$ cat src/rtl/deserialize_pkg.sv
// Shared definitions for the serial message path (deserialize / serialize).
// State encoding is common to both so their traces read the same.
package deserialize_pkg;

    localparam int MSG_SIZE_DEFAULT = 64;

    localparam logic [1:0] IDLE  = 2'd0;
    localparam logic [1:0] SHIFT = 2'd1;
    localparam logic [1:0] HOLD  = 2'd2;

endpackage

$ cat src/rtl/deserialize.sv
// Serial-to-parallel message assembler, MSB first, with a hold/acknowledge handshake.
// oMessage and oMessage_counter are shaped to feed serialize directly.
//
//   state | meaning
//   IDLE  | waiting for the first flagged bit of a frame
//   SHIFT | frame partially received, oBusy high
//   HOLD  | complete message presented on oMessage, waiting for iAck
module deserialize
    import deserialize_pkg::*;
#(
    parameter int MSG_SIZE = MSG_SIZE_DEFAULT
) (
    input  logic                        iClk,
    input  logic                        iRst,
    input  logic                        iEn,
    input  logic                        iSerial_in,
    input  logic                        iSerial_flag,
    input  logic                        iAck,
    output logic [MSG_SIZE-1:0]         oMessage,
    output logic [$clog2(MSG_SIZE)-1:0] oMessage_counter,
    output logic                        oValid,
    output logic                        oBusy,
    output logic                        oError
);

    localparam int CW = $clog2(MSG_SIZE);
    localparam logic [CW-1:0] LAST_IDX   = CW'(MSG_SIZE - 1);
    localparam logic [CW-1:0] PENULT_IDX = CW'(MSG_SIZE - 2);

    logic [1:0]          state;
    logic [MSG_SIZE-1:0] shiftReg;
    logic [MSG_SIZE-1:0] shiftNext;
    logic [MSG_SIZE-1:0] firstBit;

    assign shiftNext = {shiftReg[MSG_SIZE-2:0], iSerial_in};
    assign firstBit  = {{(MSG_SIZE-1){1'b0}}, iSerial_in};
    assign oBusy     = (state == SHIFT);

    always_ff @(posedge iClk or negedge iRst) begin
        if (!iRst) begin
            state            <= IDLE;
            shiftReg         <= '0;
            oMessage         <= '0;
            oMessage_counter <= '0;
            oValid           <= 1'b0;
            oError           <= 1'b0;
        end else begin
            // oError is a strict one-cycle pulse, even if iEn drops right after it
            oError <= 1'b0;
            if (iEn) begin
                case (state)
                    IDLE: begin
                        if (iSerial_flag) begin
                            shiftReg         <= firstBit;
                            oMessage_counter <= '0;
                            state            <= SHIFT;
                        end
                    end
                    SHIFT: begin
                        if (!iSerial_flag) begin
                            shiftReg         <= '0;
                            oMessage_counter <= '0;
                            oError           <= 1'b1;
                            state            <= IDLE;
                        end else if (oMessage_counter == PENULT_IDX) begin
                            shiftReg         <= shiftNext;
                            oMessage         <= shiftNext;
                            oMessage_counter <= LAST_IDX;
                            oValid           <= 1'b1;
                            state            <= HOLD;
                        end else begin
                            shiftReg         <= shiftNext;
                            oMessage_counter <= oMessage_counter + CW'(1);
                        end
                    end
                    HOLD: begin
                        if (iAck) begin
                            oValid <= 1'b0;
                            if (iSerial_flag) begin
                                shiftReg         <= firstBit;
                                oMessage_counter <= '0;
                                state            <= SHIFT;
                            end else begin
                                state <= IDLE;
                            end
                        end else if (iSerial_flag) begin
                            oError <= 1'b1;
                        end
                    end
                    default: state <= IDLE;
                endcase
            end
        end
    end

endmodule

$ cat config.mk
export PLATFORM = sky130hd
export DESIGN_NAME = deserialize
export DESIGN_NICKNAME = d
export VERILOG_FILES = /design/src/rtl/deserialize_pkg.sv /design/src/rtl/deserialize.sv
export SDC_FILE = /design/constraint.sdc
export NUM_CORES = 1
export LEC_CHECK = 0
export ABC_AREA = 1
export CELL_PAD_IN_SITES_DETAIL_PLACEMENT = 0
export CELL_PAD_IN_SITES_GLOBAL_PLACEMENT = 1
export CORE_MARGIN = 3
export CORE_UTILIZATION = 47
export CTS_BUF_LIST = sky130_fd_sc_hd__clkbuf_8
export CTS_CLUSTER_DIAMETER = 120
export CTS_CLUSTER_SIZE = 28
export DETAILED_ROUTE_END_ITERATION = 8
export GPL_TIMING_DRIVEN = 0
export HOLD_SLACK_MARGIN = 0.1
export MAX_ROUTING_LAYER = met4
export PLACE_DENSITY_LB_ADDON = 0.2
export SYNTH_ARGS = -nofsm -noshare
export SYNTH_HDL_FRONTEND = slang
export SYNTH_SLANG_ARGS = --single-unit
$ cat constraint.sdc
create_clock -name iClk -period 2.5 [get_ports iClk]
set_clock_uncertainty 0.05 [all_clocks]
set_input_delay 0.75 -clock iClk [delete_from_list [all_inputs] [get_ports iClk]]
set_output_delay 0.75 -clock iClk [all_outputs]
set_load 0.02 [all_outputs]
# After elaboration in Yosys (flattened, before gate mapping)
# Cells that the tools add are included.
word_totals:
  reg_bits: 138
  inputBits: 6
  output_inout_bits: 73
op_classes:
  addsub: 1
  eq_ne: 8
  muxes: 24
  reduce_logical: 7
op_table:
  columns: ["operator", "n"]
  rows:
  - ["$mux 64", 3]
  - ["$pmux 64 s3", 1]
  - ["$mux 6", 4]
  - ["$pmux 6 s3", 1]
  - ["$mux 1", 8]
  - ["$mux 2", 4]
  - ["$reduce_and 4->1", 2]
  - ["$add 6x1->6 const B", 1]
  - ["$eq 6x6->1 const B", 1]
  - ["$ne 2x2->1 const B", 3]
  - ["$pmux 2 s3", 1]
  - ["$reduce_and 5->1", 1]
  - ["$pmux 1 s2", 2]
  - ["$ne 3x2->1 const B", 1]
  - ["$reduce_and 3->1", 1]
  - ["$reduce_bool 3->1", 1]
  - ["$eq 2x1->1 const B", 1]
  - ["$eq 2x2->1 const B", 1]
  - ["$logic_not 2->1", 1]
  - ["$ne 2x1->1 const B", 1]
  - ["$reduce_bool 2->1", 1]

# Longest topological paths before layout
# Gate-level depths: netlist of run 1.
logic_depth:
  depth_word: 4
  mapped_depth: 9
  ltp_nobuf: 9

# Worst setup path before layout of run 1
# OpenSTA, ideal clock, no wires.
synth_timing:
  kind: "flip-flop to flip-flop"
  from: "register state[1]"
  to: "register oMessage[0]"
  arrival_time_ps: 1531
  path_slack_ps: 801
  stages_incl_launch_ff: 10
  n_path_buf: 2
  period_less_slack_ps: 1699
  cell_sequence: "dfrtp_1 inv_1 ha_1 nand2_1 inv_1 nand3_2 buf_4 buf_6 nand2_1 o21ai_2"
synth_between:
  elab_chain_len: 2
synth_rtl:
  columns: ["element", "line", "source"]
  rows:
  - ["start: declaration", "deserialize.sv:30", "logic [1:0] state;"]
  - ["start signal: assignment", "deserialize.sv:41", "state <= IDLE;"]
  - ["start signal: assignment", "deserialize.sv:56", "state <= SHIFT;"]
  - ["start signal: assignment", "deserialize.sv:64", "state <= IDLE;"]
  - ["$eq 2x1->1", null, null]
  - ["named net oBusy", "deserialize.sv:22", "output logic oBusy,"]
  - ["$reduce_and 4->1 (no line)", null, null]
  - ["end signal: assignment", "deserialize.sv:67", "oMessage <= shiftNext;"]
  - ["end: declaration", "deserialize.sv:19", "output logic [MSG_SIZE-1:0] oMessage,"]
# The timed path passes the listed nets, and every way through them passes these cells.
# A chain may end at the register's enable or synchronous reset.

# Worst setup path after layout of run 1
layout_timing:
  from: "register oMessage_counter[4]"
  to: "output oMessage_counter[4]"
layout_rtl:
  columns: ["element", "line", "source"]
  rows:
  - ["start: declaration", "deserialize.sv:20", "output logic [$clog2(MSG_SIZE)-1:0] oMessage_counter,"]
  - ["start signal: assignment", "deserialize.sv:73", "oMessage_counter <= oMessage_counter + CW'(1);"]
# No word-level cell between the ends.

==> results of run 1 <==
[cells in the final DEF (no fill, tap or decap)]
master           count
clkbuf_2             5
inv_1               83
buf_6               14
nor2_1               8
buf_4                1
clkdlybuf4s50_1     76
nand3_1              7
nor2_2               1
ha_1                 6
o21ai_2             64
xor2_1               1
dfrtp_1            137
nand3b_1             1
nand3_2              2
bufinv_16            1
buf_2                4
nand2_1            165
buf_16               1
dlygate4sd2_1        1
clkbuf_8            24
o21ai_1              5
clkbuf_1             5
a21oi_1              3
o21ai_0             65
[what timing repair did]
| action | 4_1_cts | 5_1_grt |
|---|---|---|
| gates resized for setup | 1 | 0 |
| hold buffers | 0 | 0 |
| setup endpoints to repair | 1 | 0 |
| buffers inserted | 0 | 0 |
[power breakdown]
part / internal (mW) / switching (mW)
Combinational: 0.171 / 0.398
Clock: 0.945 / 0.761
Sequential: 2.26 / 0.0420
[area by class of cell]
class	instances	share of cell area [%]
clock buffer	24	4.70
timing repair buffer	79	11.5
clock inverter	6	0.694
tap	143	2.54
sequential	137	48.7
buffer	28	3.10
multi-input combinational	328	24.6
inverter	78	4.16
[per-stage QoR]
step / std cells / utilization, %
floorplan: 571 / -
global route: 823 / 60.6
CTS: 823 / 60.6
finish: 823 / 60.6
detailed placement: 793 / 57.3
global placement: 792 / 57.1
[cells in the mapped netlist (all sizes together)]
cell type | number | area, sq um
nand3 | 9 | 55.1
nor2 | 9 | 36.3
ha | 6 | 75.1
nand3b | 1 | 7.51
buf | 18 | 174
xor2 | 1 | 8.76
clkbuf | 10 | 43.8
dfrtp | 137 | 3430
a21oi | 3 | 15.0
nand2 | 165 | 619
o21ai | 134 | 911
inv | 78 | 293
[worst min-delay path by stage]
stage                             startpoint                  endpoint
floorplan                               iRst          oError$_DFF_PN0_
global placement    shiftReg[58]$_DFFE_PN0P_  shiftReg[58]$_DFFE_PN0P_
detailed placement  oMessage[62]$_DFFE_PN0P_  oMessage[62]$_DFFE_PN0P_
CTS                                     iRst  oMessage[12]$_DFFE_PN0P_
global route                            iRst  oMessage[12]$_DFFE_PN0P_
finish                                  iRst  oMessage[12]$_DFFE_PN0P_
[layer usage]
layer | global-route usage (%) | part of all wire (%) | wire length (um)
met5 | - | 0 | 0
met4 | 7.27 | 1.7 | 190
met3 | 5.01 | 3.9 | 446
met2 | 28.5 | 46 | 5190
met1 | 26.6 | 49 | 5550
[cell families after synthesis]
logic type	count (synthesis)	synth area share, %
buffers and inverters	106	9.01
adder cells (fa/ha/maj)	6	1.32
AO/OA/AOI/OAI	137	16.3
XOR/XNOR	1	0.155
flip-flops	137	60.5
AND/OR/NAND/NOR	184	12.7
[flip-flops by register name, indices dropped and copies added, names as in the netlist]
signal,cells
oError,1
oMessage,64
oMessage_counter,6
oValid,1
shiftReg,63
state,2
==> results.py, run 1 <==
metrics = {
    "status": {
        "run_status": "finished clean",
    },
    "die": {
        "die_area_sq_um": 13400,
        "rows": 39,
        "num_io_pins": 79,
        "chipHeight_um": 116,
        "start_util_pct": 48.8,
        "die-width_um": 116,
        "core_area_sq_um": 11600,
    },
    "worst_setup_path": {
        "critical-path-max-stage-delay_ns": 0.66,
        "critical_path_buf_inv_count": 1,
        "timing.critical_path.to": "oMessage_counter[4]",
        "end_kind": "output pin",
        "startpoint_type": "flip-flop",
        "r2r_setup_slack_ns": 0.56,
        "cp.arrival_ns": 1.60,
        "reg2reg_depth": 7,
        "startpoint": "oMessage_counter[4]$_DFFE_PN0P_",
        "path_depth": 1,
        "cp_slowest_cell": "clkdlybuf4s50_1",
        "worst_ep_required_time_ns": 1.70,
        "worstReg2RegStart": "state[0]$_DFFE_PN0P_",
        "critical-path-top-delay-family": "buffers and inverters",
        "critPathKind": "reg2out",
        "worstPathMaxFanout": 8,
        "crit_chain": "clkdlybuf4s50_1",
        "r2r-end": "shiftReg[21]$_DFFE_PN0P_",
    },
    "logic_synthesis": {
        "seq_area_frac_synth_pct": 60.5,
        "synth_cell_types": 19,
        "avgSynthCellArea_sq_um": 9.92,
        "ys_warn_count": 0,
        "syn_nets": 583,
        "ys_seq_elements": 137,
        "syn-cell-area_sq_um": 5670,
        "postSynthCellCount": 571,
    },
    "cells_and_area": {
        "seq_area_sq_um": 3430,
        "drive_gt1_share_pct": 17.2,
        "antenna_cells": 0,
        "nNetsFinal": 681,
        "syn_to_final_growth_pct": 24.1,
        "final_area_sq_um": 7030,
        "multi_input_area_sq_um": 1730,
        "fillers": 1019,
    },
    "power": {
        "ir_worst_vdd_mv": 0.301,
        "power.total_mw": 4.58,
        "leakage_nw": 3.13,
        "p_per_area_nw_per_um2": 651,
    },
    "clock_network": {
        "clk_latency_ns": 0.44,
        "numCtsBuffers": 17,
        "clk_pin_slew_ns": 0.07,
        "tritoncts": "yes",
        "root_buffer": "clkbuf_8",
        "clock_sinks": 137,
        "htreeDepth": 4,
        "ctsLongestPathBuffers": 2,
    },
    "global_route": {
        "grt_antenna_before_repair": 0,
        "grt_pass1_vias": 4087,
        "grt_pass1_wl_um": 19900,
        "grt_max_degree": 99,
        "grt-ovfl-total": 0,
        "grt.total_usage_pct": 19.6,
    },
    "placement": {
        "post-place-ws_ns": -0.0340,
        "place_congestion": 0.799,
        "io_buffers": 78,
        "hpwlAfterDp_um": 7720,
        "postPlaceCellArea_sq_um": 6660,
    },
    "timing": {
        "setup_slack_ns": 0.104,
        "hold_slack_ns": 0.168,
        "fin_crit_ns": 2.40,
        "maxSlewViolCount": 0,
        "hold_violations": 0,
        "rsz0062_at_grt": "false",
        "tightest_slew_ns": 0.484,
        "setup_viol": 0,
        "relSlewSlack_pct": 67.7,
        "fin_tns_setup_ns": 0,
        "fin_crit_sh_pct": 95.8,
        "max_freq_ghz": 0.417,
    },
    "job": {
        "drv_cap": 0,
    },
    "min_path": {
        "min_path_type": "in2async",
    },
    "detailed_routing": {
        "drc_errors": 0,
        "ant_nets": 0,
        "wl_per_cell_um": 13.8,
        "avgViaCountPerCell": 4.84,
        "vias": 3986,
        "dr.pass1.iters": 4,
        "drt_iter0_drc": 176,
        "routed_wl_um": 11400,
    },
}
Power figures use the tool's default switching activity.
==> inputs of run 2 (changes only) <==
--- a/config.mk
+++ b/config.mk
@@ -8,12 +8,12 @@
 export ABC_AREA = 1
 export CELL_PAD_IN_SITES_DETAIL_PLACEMENT = 0
 export CELL_PAD_IN_SITES_GLOBAL_PLACEMENT = 1
-export CORE_MARGIN = 3
-export CORE_UTILIZATION = 47
+export CORE_UTILIZATION = 55
 export CTS_BUF_LIST = sky130_fd_sc_hd__clkbuf_8
 export CTS_CLUSTER_DIAMETER = 120
 export CTS_CLUSTER_SIZE = 28
 export DETAILED_ROUTE_END_ITERATION = 8
+export DONT_BUFFER_PORTS = 1
 export GPL_TIMING_DRIVEN = 0
 export HOLD_SLACK_MARGIN = 0.1
 export MAX_ROUTING_LAYER = met4
==> results.py, run 2 (synthesis results as in run 1) <==
metrics = {
    "status": {
        "run_status": "finished with violations",
        "violations": "hold timing",
    },
    "clock_network": {
        "root_buffer": "clkbuf_8",
        "clk_latency_ns": 0.43,
        "htreeDepth": 4,
        "tritoncts": "yes",
        "numCtsBuffers": 17,
        "ctsLongestPathBuffers": 2,
        "cts_setup_buffers": 0,
        "clock_sinks": 137,
        "clk_pin_slew_ns": 0.08,
    },
    "cells_and_area": {
        "top_regs": "oMessage x64, shiftReg x63, oMessage_counter x6",
        "seq_area_sq_um": 3430,
        "largest_register_ffs": 64,
        "syn_to_final_growth_pct": 10.8,
        "fillers": 834,
        "final_area_sq_um": 6280,
        "final_common_cell": "nand2_1",
        "nNetsFinal": 602,
        "multi_input_area_sq_um": 1730,
        "drive_gt1_share_pct": 20.1,
        "regMostFlops": "oMessage",
        "final_cell_mix": "nand2_1, dfrtp_1, inv_1",
        "antenna_cells": 0,
    },
    "timing": {
        "rsz0062_at_grt": "false",
        "hold_violations": 76,
        "relSlewSlack_pct": 73.0,
        "setup_viol": 0,
        "tightest_slew_ns": 0.404,
        "fin_tns_setup_ns": 0,
        "fin_crit_sh_pct": 84.1,
        "maxSlewViolCount": 0,
        "max_freq_ghz": 0.476,
        "fin_crit_ns": 2.10,
        "hold_slack_ns": -0.0409,
    },
    "worst_setup_path": {
        "worstReg2RegStart": "state[1]$_DFFE_PN0P_",
        "reg2reg_depth": 8,
        "r2r-end": "shiftReg[43]$_DFFE_PN0P_",
        "cp.arrival_ns": 1.30,
        "r2r_setup_slack_ns": 0.44,
        "worst_ep_required_time_ns": 1.70,
        "startpoint_type": "flip-flop",
        "critPathKind": "reg2out",
        "end_kind": "output pin",
        "worstPathMaxFanout": 5,
    },
    "global_route": {
        "grt-ovfl-total": 0,
        "grt_max_degree": 138,
        "grt.total_usage_pct": 21.9,
        "grt_antenna_before_repair": 0,
        "grt_pass1_wl_um": 18000,
        "grt_pass1_vias": 3666,
    },
    "die": {
        "start_util_pct": 57.4,
        "chipHeight_um": 104,
        "rows": 36,
        "core_area_sq_um": 9860,
        "num_io_pins": 79,
        "die-width_um": 104,
        "die_area_sq_um": 10700,
    },
    "power": {
        "ir_worst_vdd_mv": 0.435,
        "leakage_nw": 2.86,
        "p_per_area_nw_per_um2": 756,
    },
    "placement": {
        "hpwlAfterDp_um": 6910,
        "postPlaceCellArea_sq_um": 5830,
        "io_buffers": 0,
        "place_congestion": 0.772,
    },
    "detailed_routing": {
        "drc_errors": 0,
        "vias": 3661,
        "dr.pass1.iters": 5,
        "avgViaCountPerCell": 4.97,
        "routed_wl_um": 10400,
        "wl_per_cell_um": 14.1,
        "drt_iter0_drc": 205,
        "ant_nets": 0,
    },
    "job": {
        "drv_cap": 0,
    },
    "min_path": {
        "min_path_type": "in2async",
    },
}
run 2: cell types whose count changed in the layout (fill, tap and decap cells not counted), sizes merged:
cell,delta
inv,-4
clkinv,+6
bufinv,+3
dlygate4sd2,-1
clkinvlp,+1
clkbuf,-4
clkdlybuf4s50,-76
buf,-2
run 2: layout make-up:
cell class / count / area share (%)
clock inverter: 12 / 2.75
multi-input combinational: 328 / 27.5
sequential: 137 / 54.6
clock buffer: 20 / 4.38
buffer: 28 / 3.47
tap: 133 / 2.65
inverter: 78 / 4.66
run 2: what timing repair did:
item | in CTS | in global routing
endpoints found under the setup margin | 0 | 0
hold endpoints to repair | 137 | 137
gates resized for setup | 0 | 0
run 2: where the power goes:
| part | total, mW | switching, mW | internal (mW) |
|---|---|---|---|
| registers | 2.33 | 0.0704 | 2.26 |
| clock network | 1.99 | 0.823 | 1.16 |
| logic | 0.427 | 0.308 | 0.119 |
run 2: per-layer routing:
layer	GRT usage, %	routed length [um]
met1	28.8	5030
met2	32.1	4710
met3	7.17	558
met4	7.14	99
met5	-	0
run 2: worst max path at each step:
stage                                     from                       end  slack (ns)
after global routing      state[1]$_DFFE_PN0P_  shiftReg[53]$_DFFE_PN0P_        0.25
final                     state[1]$_DFFE_PN0P_                     oBusy        0.40
after CTS                 state[1]$_DFFE_PN0P_                     oBusy        0.37
after global placement    state[1]$_DFFE_PN0P_  shiftReg[18]$_DFFE_PN0P_        0.51
after floorplan           state[1]$_DFFE_PN0P_   oMessage[0]$_DFFE_PN0P_        0.80
after detailed placement  state[1]$_DFFE_PN0P_  shiftReg[53]$_DFFE_PN0P_        0.44
run 2: critical path, stage by stage (launching register included):
cell and delay, ns:
dfrtp_1 0.41, inv_1 0.11, ha_1 0.36
run 2: per-stage QoR:
stage / cells / setup WS, ns / total power [mW] / utilization (%) / hold WS (ns)
finish: 736 / 0.398 / 4.75 / 63.7 / -0.0409
global route: 736 / 0.251 / 4.97 / 63.7 / -0.0781
floorplan: 571 / 0.801 / 2.70 / - / 0.403
CTS: 736 / 0.368 / 4.79 / 63.7 / -0.0691
detailed placement: 704 / 0.444 / 2.81 / 59.1 / 0.407
global placement: 704 / 0.515 / 2.80 / 59.1 / 0.408
==> inputs of run 3 (changes only) <==
--- a/config.mk
+++ b/config.mk
@@ -8,7 +8,7 @@
 export ABC_AREA = 1
 export CELL_PAD_IN_SITES_DETAIL_PLACEMENT = 0
 export CELL_PAD_IN_SITES_GLOBAL_PLACEMENT = 1
-export CORE_UTILIZATION = 55
+export CORE_UTILIZATION = 46
 export CTS_BUF_LIST = sky130_fd_sc_hd__clkbuf_8
 export CTS_CLUSTER_DIAMETER = 120
 export CTS_CLUSTER_SIZE = 28
==> constraint.sdc (replaced) <==
create_clock -name iClk -period 1.75 [get_ports iClk]
set_clock_uncertainty 0.05 [all_clocks]
set_input_delay 0.525 -clock iClk [delete_from_list [all_inputs] [get_ports iClk]]
set_output_delay 0.525 -clock iClk [all_outputs]
set_load 0.02 [all_outputs]
==> results.py, run 3 (synthesis results as in run 1) <==
metrics = {
    "die": {
        "rows": 40,
        "core_area_sq_um": 12000,
        "num_io_pins": 79,
        "start_util_pct": 47.2,
        "die_area_sq_um": 12800,
        "chipHeight_um": 113,
        "die-width_um": 113,
    },
    "worst_setup_path": {
        "worst_ep_required_time_ns": 2.03,
        "r2r_setup_slack_ns": 0.02,
        "cp.arrival_ns": 2.01,
        "end_kind": "flip-flop",
        "worstPathMaxFanout": 10,
        "startpoint_type": "flip-flop",
        "critPathKind": "reg2reg",
    },
    "global_route": {
        "grt-ovfl-total": 0,
        "grt_pass1_wl_um": 18200,
        "grt_max_degree": 138,
        "grt_antenna_before_repair": 0,
        "grt.total_usage_pct": 19.2,
        "grt_pass1_vias": 3703,
    },
    "timing": {
        "fin_crit_ns": 1.73,
        "fin_crit_sh_pct": 98.8,
        "rsz0062_at_grt": "true",
        "maxSlewViolCount": 0,
        "setup_viol": 0,
        "relSlewSlack_pct": 71.5,
        "max_freq_ghz": 0.578,
        "tightest_slew_ns": 0.427,
        "hold_violations": 137,
        "hold_slack_ns": -0.265,
        "fin_tns_setup_ns": 0,
    },
    "placement": {
        "placedCellCount": 718,
        "io_buffers": 0,
        "hpwlAfterDp_um": 7120,
        "place_congestion": 0.755,
    },
    "detailed_routing": {
        "wl_per_cell_um": 14.6,
        "vias": 3734,
        "routed_wl_um": 11000,
        "drt_iter0_drc": 188,
        "ant_nets": 0,
        "avgViaCountPerCell": 4.97,
        "dr.pass1.iters": 5,
        "drc_errors": 0,
    },
    "cells_and_area": {
        "largest_register_ffs": 64,
        "fillers": 1119,
        "syn_to_final_growth_pct": 16.2,
        "final_common_cell": "dfrtp_1",
        "antenna_cells": 0,
        "regMostFlops": "oMessage",
        "top_regs": "oMessage x64, shiftReg x63, oMessage_counter x6",
        "multi_input_area_sq_um": 1940,
        "final_cell_mix": "dfrtp_1, nand2_1, inv_1",
        "seq_area_sq_um": 3430,
        "final_cells": 751,
        "drive_gt1_share_pct": 30.0,
        "nNetsFinal": 607,
    },
    "clock_network": {
        "tritoncts": "yes",
        "clock_sinks": 137,
        "htreeDepth": 4,
        "clk_latency_ns": 0.43,
        "numCtsBuffers": 17,
        "ctsLongestPathBuffers": 2,
        "root_buffer": "clkbuf_8",
        "clk_pin_slew_ns": 0.07,
    },
    "power": {
        "ir_worst_vdd_mv": 0.503,
        "leakage_nw": 2.92,
        "p_per_area_nw_per_um2": 964,
    },
    "status": {
        "run_status": "finished with violations",
        "violations": "hold timing",
    },
    "min_path": {
        "min_path_type": "in2async",
    },
    "job": {
        "drv_cap": 0,
    },
}
-- run 3: final timing paths --
path | start | end | cells past startpoint
max in group asynchronous | iRst | oMessage_counter[1]$_DFFE_PN0P_ | 0
worst max-delay path | oMessage_counter[0]$_DFFE_PN0P_ | oMessage[19]$_DFFE_PN0P_ | 9
worst min-delay path | iRst | shiftReg[15]$_DFFE_PN0P_ | 0
worst max register to register | oMessage_counter[0]$_DFFE_PN0P_ | oMessage[19]$_DFFE_PN0P_ | 9
min in group iClk | iSerial_in | oMessage[0]$_DFFE_PN0P_ | 2
worst min register to register | shiftReg[9]$_DFFE_PN0P_ | shiftReg[9]$_DFFE_PN0P_ | 2
-- run 3: layout make-up --
| type | count | area share [%] |
|---|---|---|
| multi-input cells | 328 | 29.5 |
| clock buffers | 23 | 4.81 |
| inverters | 78 | 4.45 |
| repair buffers | 5 | 1.03 |
| well taps | 147 | 2.79 |
| flip-flops and latches | 137 | 52.1 |
| plain buffers | 28 | 4.94 |
| clock inverters | 5 | 0.361 |
-- run 3: metrics by stage --
stage                     cell area, sq um  power [mW]  utilization [%]  setup slack (ns)
after floorplan                       5670        3.85                -            0.0508
after global placement                5850        4.01             48.7            -0.252
after detailed placement              5850        4.02             48.7            -0.306
after CTS                             6250        6.39             52.0           0.00907
after global routing                  6590        6.66             54.8           -0.0665
final                                 6590        6.35             54.8            0.0205
-- run 3: what timing repair did --
| action | 4_1_cts | 5_1_grt |
|---|---|---|
| setup endpoints to repair | 134 | 124 |
| pin swaps | 0 | 3 |
| endpoints found under the hold margin | 137 | 137 |
| buffers inserted | 2 | 2 |
| resized for setup | 21 | 111 |
| cloned | 0 | 1 |
-- run 3: where the power goes --
| group | switching, mW | internal [mW] |
|---|---|---|
| clock | 1.09 | 1.16 |
| combinational | 0.502 | 0.253 |
| sequential | 0.106 | 3.24 |
| total | 1.70 | 4.65 |
-- run 3: worst max-delay path, cell delays in order, from the launching register on --
cell and delay [ns]:
dfrtp_2 0.49, inv_2 0.10, ha_4 0.15, nand3_4 0.08
nor2_4 0.16, nand3_4 0.14, buf_12 0.18, buf_8 0.14
nand2_1 0.07, o21ai_2 0.05
-- run 3: per-layer routing --
layer / vias up / part of all wire [%] / global-route usage, %
li1: 1837 / - / -
met1: 1799 / 47 / 24.1
met2: 80 / 46 / 28.1
met3: 18 / 5.9 / 6.75
met4: 0 / 1.8 / 8.68
met5: - / 0 / -
